File: src/rtl/blind_spot.sv
// ---------------------------------------------------------------------------
// blind_spot
//   Registered blind-spot warning indicator for the body control module.
//   The left and right blind-spot sensors are each qualified by an
//   independent consecutive-sample debounce filter. The resulting 2-bit
//   warning drives the mirror indicators. A warning is raised only after
//   DEBOUNCE_CYCLES consecutive high samples. It clears on the first low
//   sample.
//
//   Optional feature, macro BLIND_SPOT_HOLD_EN:
//     When this macro is defined, a qualified warning stays asserted for
//     HOLD_CYCLES edges after its sensor drops. The first low sample loads
//     the hold counter, and the bit clears on the edge where that counter
//     reaches zero. If the sensor re-qualifies during the hold, the hold is
//     cancelled. When the macro is undefined, no hold logic is built.
//
// Parameters
//   DEBOUNCE_CYCLES  consecutive high samples needed to raise a side (1..255)
//   CNT_W            width of the per-side debounce and hold counters
//   HOLD_CYCLES      hold length after the sensor drops (hold build only)
//
// Ports
//   CLK         in   1  single clock, rising edge
//   RST         in   1  synchronous, active-high reset
//   right_side  in   1  1 = object in the right blind spot
//   left_side   in   1  1 = object in the left blind spot
//   blind       out  2  registered warning, [0] = right, [1] = left
//
// Inputs are assumed synchronous to CLK. The outputs come straight from
// flops, so there is no path from the inputs to blind within a cycle.
// ---------------------------------------------------------------------------
module blind_spot #(
    parameter int DEBOUNCE_CYCLES = 1,
    parameter int CNT_W           = 8,
    parameter int HOLD_CYCLES     = 4
) (
    input  logic       CLK,
    input  logic       RST,
    input  logic       right_side,
    input  logic       left_side,
    output logic [1:0] blind
);

    localparam logic [CNT_W-1:0] DEB_MAX = CNT_W'(DEBOUNCE_CYCLES);

    // Reject configurations in which the counters cannot hold their targets.
    if (DEBOUNCE_CYCLES < 1 || DEBOUNCE_CYCLES > 255 ||
        DEBOUNCE_CYCLES >= (1 << CNT_W) || HOLD_CYCLES < 0 ||
        HOLD_CYCLES >= (1 << CNT_W)) begin : g_bad_params
        $error("blind_spot: DEBOUNCE_CYCLES/HOLD_CYCLES out of range for CNT_W");
    end

    // Bit positions match the blind output: [0] = right, [1] = left.
    logic [1:0] sense;
    assign sense = {left_side, right_side};

    for (genvar s = 0; s < 2; s++) begin : g_side
        logic [CNT_W-1:0] deb_cnt;
        logic [CNT_W-1:0] deb_next;
        logic             qualified;
        logic             warn;

        // The debounce count saturates at DEBOUNCE_CYCLES. A side stays
        // qualified for as long as its sensor remains high.
        always_comb begin
            deb_next  = (deb_cnt == DEB_MAX) ? deb_cnt : deb_cnt + CNT_W'(1);
            qualified = sense[s] && (deb_next == DEB_MAX);
        end

`ifdef BLIND_SPOT_HOLD_EN
        localparam logic [CNT_W-1:0] HOLD_LOAD = CNT_W'(HOLD_CYCLES);

        // A non-zero hold_cnt means a hold is running.
        logic [CNT_W-1:0] hold_cnt;

        always_ff @(posedge CLK) begin
            if (RST) begin
                deb_cnt  <= '0;
                hold_cnt <= '0;
                warn     <= 1'b0;
            end else begin
                deb_cnt <= sense[s] ? deb_next : '0;
                if (qualified) begin
                    // A fresh qualification cancels any running hold.
                    warn     <= 1'b1;
                    hold_cnt <= '0;
                end else if (hold_cnt != '0) begin
                    // The hold counts down on every edge, whatever the
                    // sensor does. A high sample that has not re-qualified
                    // does not reload the counter.
                    hold_cnt <= hold_cnt - CNT_W'(1);
                    if (hold_cnt == CNT_W'(1)) begin
                        warn <= 1'b0;
                    end
                end else if (warn) begin
                    // This is the first low sample after qualification.
                    // The warning is held instead of being dropped.
                    if (HOLD_LOAD == '0) begin
                        warn <= 1'b0;
                    end else begin
                        hold_cnt <= HOLD_LOAD;
                    end
                end
            end
        end
`else
        always_ff @(posedge CLK) begin
            if (RST) begin
                deb_cnt <= '0;
                warn    <= 1'b0;
            end else begin
                deb_cnt <= sense[s] ? deb_next : '0;
                warn    <= qualified;
            end
        end
`endif

        assign blind[s] = warn;
    end

endmodule

File: config.mk
export PLATFORM = sky130hd
export DESIGN_NAME = blind_spot
export DESIGN_NICKNAME = d
export VERILOG_FILES = /design/src/rtl/blind_spot.sv
export SDC_FILE = /design/constraint.sdc
export NUM_CORES = 1
export LEC_CHECK = 0
export ABC_AREA = 1
export CORE_MARGIN = 1.5
export CORE_UTILIZATION = 30
export CTS_BUF_LIST = sky130_fd_sc_hd__clkbuf_8
export DETAILED_ROUTE_END_ITERATION = 7
export HOLD_SLACK_MARGIN = 0.12
export PLACE_DENSITY = 0.58
export SYNTH_ARGS = -nofsm -noshare
export SYNTH_HDL_FRONTEND = slang
export SYNTH_SLANG_ARGS = --single-unit
File: constraint.sdc
create_clock -name CLK -period 1.1 [get_ports CLK]
set_input_delay 0.165 -clock CLK [delete_from_list [all_inputs] [get_ports CLK]]
set_output_delay 0.165 -clock CLK [all_outputs]
set_load 0.01 [all_outputs]
==> impl_metrics.csv <==
group,metric,value,unit
setup_path,path_class,"flip-flop to flip-flop",
setup_path,r2r_cells,7,
setup_path,crit_path_max_fanout,5,
routing,wl,2430,µm
global_routing,grt_pass1_wl,3800,µm
timing,fin_skew,7.66,ps
setup_path,cp-end-kind,"flip-flop",
floorplan,die_h,60.5,µm
yosys,synthCells,154,
yosys,yosysWarningCount,0,
run_status,violations,"negative setup slack",
flow_run,cap_viol_max_count,0,
timing,slew_violations,0,
layout,nets,187,
layout,utilization,0.478,
power,total_power,1410,µW
timing,rsz0062_at_grt,"true",
cts,cts.sinks,18,
routing,num_vias,1012,
routing,routedWlPerCell,10.9,µm
yosys,yosys.area.top_type,"dfxtp_1",
cts,clockBufferDepth,2,
power,peakVddDrop,0.544,mV
setup_path,r2r-end,"g_side[0].warn$_SDFF_PP0_",
timing,setup_violations,5,
yosys,ys.flop_type,"dfxtp_1",
global_routing,grt_start_max_net_pins,11,
cts,htreeDepth,1,
timing,finalHoldViolCount,0,
power,p_per_area,950,nW/µm²
setup_path,worstPathRequired,1260,ps
timing,worstMarginPinSlew,173,ps
layout,nFillCells,332,
yosys,async_reset_ff_frac,0,
routing,ant_nets,0,
yosys,synth_edf_count,0,
setup_path,startpoint_type,"flip-flop",
floorplan,initial_utilization,0.319,
routing,drt_first_pass_iters,5,
min_path,hp-start,"g_side[0].deb_cnt[4]$_SDFF_PP0_",
yosys,yosysMostFrequentCell,"nand2_1",
global_routing,antenna_found_initial,0,
setup_path,crit_arrival,1340,ps
placed_design,dp_slack,-131,ps
floorplan,ioPinCount,6,
placed_design,place.detailed.hpwl,1740,µm
min_path,min_path_type,"flip-flop to flip-flop",
timing,setup-tns-final,-252,ps
run_status,outcome,"finished with violations",
floorplan,core,3100,µm²
timing,hold_slack,555,ps
cts,cts_tree,"done",
yosys,synth_top_area_share,0.364,
yosys,seq_area_frac_synth,0.364,
timing,fmax,0.843,GHz
timing,fin_crit_sh,1.08,
routing,dr.first_iter.drc_count,45,
cts,clockRootBuffer,"clkbuf_8",
yosys,syn_area,991,µm²
yosys,synth.top_cells.by_count,"nand2_1, nor2_1, inv_1, dfxtp_1, nand3_1",
setup_path,rrSetupSlack,-90,ps
global_routing,grt-ovfl-total,0,
routing,drc_errors,0,
yosys,synth_area_leaders,"dfxtp_1, nand2_1, nor2_1",
timing,min_period,1190,ps
cts,cts_buffers,3,
layout,drive_above_1_share,0.416,
global_routing,grt_pass1_vias,962,
layout,area_delta_synth_final,49.6,%
floorplan,rows,20,
timing,setup_slack,-86.7,ps
yosys,synth_area_per_cell,6.43,µm²
routing,via_per_inst,4.56,
layout,diodes,0,
cts,clkSlewWorstSetupHoldPaths,70,ps
timing,slew_headroom,0.884,
power,p_leak,0.000608,µW
yosys,synth_cell_types,17,
yosys,synthesis.nets,162,
cts,clkLatencyLatePin,250,ps
floorplan,die_w,60.5,µm
yosys,synth_seq_cells,18,
min_path,holdPathEnd,"g_side[0].deb_cnt[5]$_SDFF_PP0_",
min_path,hold_depth,2,
global_routing,grt_usage,0.139,
placed_design,numPortBuffers,5,
floorplan,dieArea,3660,µm²
setup_path,worstReg2RegStart,"g_side[0].deb_cnt[0]$_SDFF_PP0_",
placed_design,globalplace.congestion,0.824,
[final cells by class]
type                            instances  area [µm²]  share of cell area
Inverter                               22        87.6              0.0591
Tap cell                               44        55.1              0.0371
Multi-Input combinational cell        111         717               0.484
Sequential cell                        18         385               0.260
Clock buffer                            4        55.1              0.0371
Timing Repair Buffer                   23         183               0.123
[layout by cell type (no fill, tap or decap), drive strengths merged]
cell type / synthesis / routed
nor2: 37 / 37
clkdlybuf4s50: 0 / 3
inv: 22 / 22
dlygate4sd2: 0 / 2
xnor2: 1 / 1
ha: 4 / 4
dfxtp: 18 / 18
o21bai: 1 / 1
a21oi: 2 / 2
buf: 3 / 18
o21ai: 1 / 1
nor3: 3 / 3
nand2: 41 / 41
nand4: 6 / 6
clkbuf: 0 / 4
nand3: 10 / 10
xor2: 5 / 5
[where the power goes]
group	leakage [µW]	internal (µW)	total (µW)	switching, µW
sequential	0.000153	665	687	22.0
clock	0.0000288	318	538	220
combinational	0.000427	92.3	184	91.9
[cell families after synthesis]
logic type | Yosys count | share of synthesized area
fa+ha+maj | 4 | 0.0505
buf+inv | 25 | 0.104
xor+xnor | 6 | 0.0530
flops | 18 | 0.364
compound gates | 4 | 0.0227
simple gates | 97 | 0.407
[per-stage QoR]
stage	area (µm²)	instances
after floorplan	1030	154
after global placement	1230	215
after detailed placement	1230	215
after CTS	1340	219
after global routing	1480	222
final	1480	222
[worst max path at each step]
stage | to | slack (ps) | depth (start not counted) | start
floorplan | g_side[0].warn$_SDFF_PP0_ | -20 | 7 | g_side[0].deb_cnt[0]$_SDFF_PP0_
CTS | g_side[0].warn$_SDFF_PP0_ | -130 | 10 | g_side[0].deb_cnt[1]$_SDFF_PP0_
finish | g_side[0].warn$_SDFF_PP0_ | -90 | 7 | g_side[0].deb_cnt[0]$_SDFF_PP0_
global placement | g_side[0].warn$_SDFF_PP0_ | -120 | 10 | g_side[0].deb_cnt[1]$_SDFF_PP0_
detailed placement | g_side[0].warn$_SDFF_PP0_ | -130 | 10 | g_side[0].deb_cnt[1]$_SDFF_PP0_
global route | g_side[0].warn$_SDFF_PP0_ | -190 | 10 | g_side[0].deb_cnt[1]$_SDFF_PP0_
[routing by layer]
metal  vias to the layer above  wire length (µm)  global-route usage
li1                        515                 -                   -
met1                       471               947               0.141
met2                        20              1370               0.270
met3                         6                58              0.0192
met4                         0                46              0.0776
met5                         -                 0                   0
[sequential cells by signal, summed over array words and instances, names as in the netlist]
register,cells
g_side.deb_cnt,16
g_side.warn,2
[worst max-delay path, cell delays in order, from the launching register on]
cell     delay (ps)
dfxtp_4         390
ha_4            160
nand3_4          90
nor2_4          140
xor2_2          150
nor2_1           60
nand2_1          60
nor2_1           40
[repair_timing]
| item | CTS | global route |
|---|---|---|
| pin swaps | 16 | 21 |
| setup buffers | 1 | 3 |
| hold buffers | 0 | 0 |
| endpoints found under the setup margin | 9 | 15 |
| resized for setup | 18 | 36 |
Note: power is estimated with default switching activity, not from simulation.
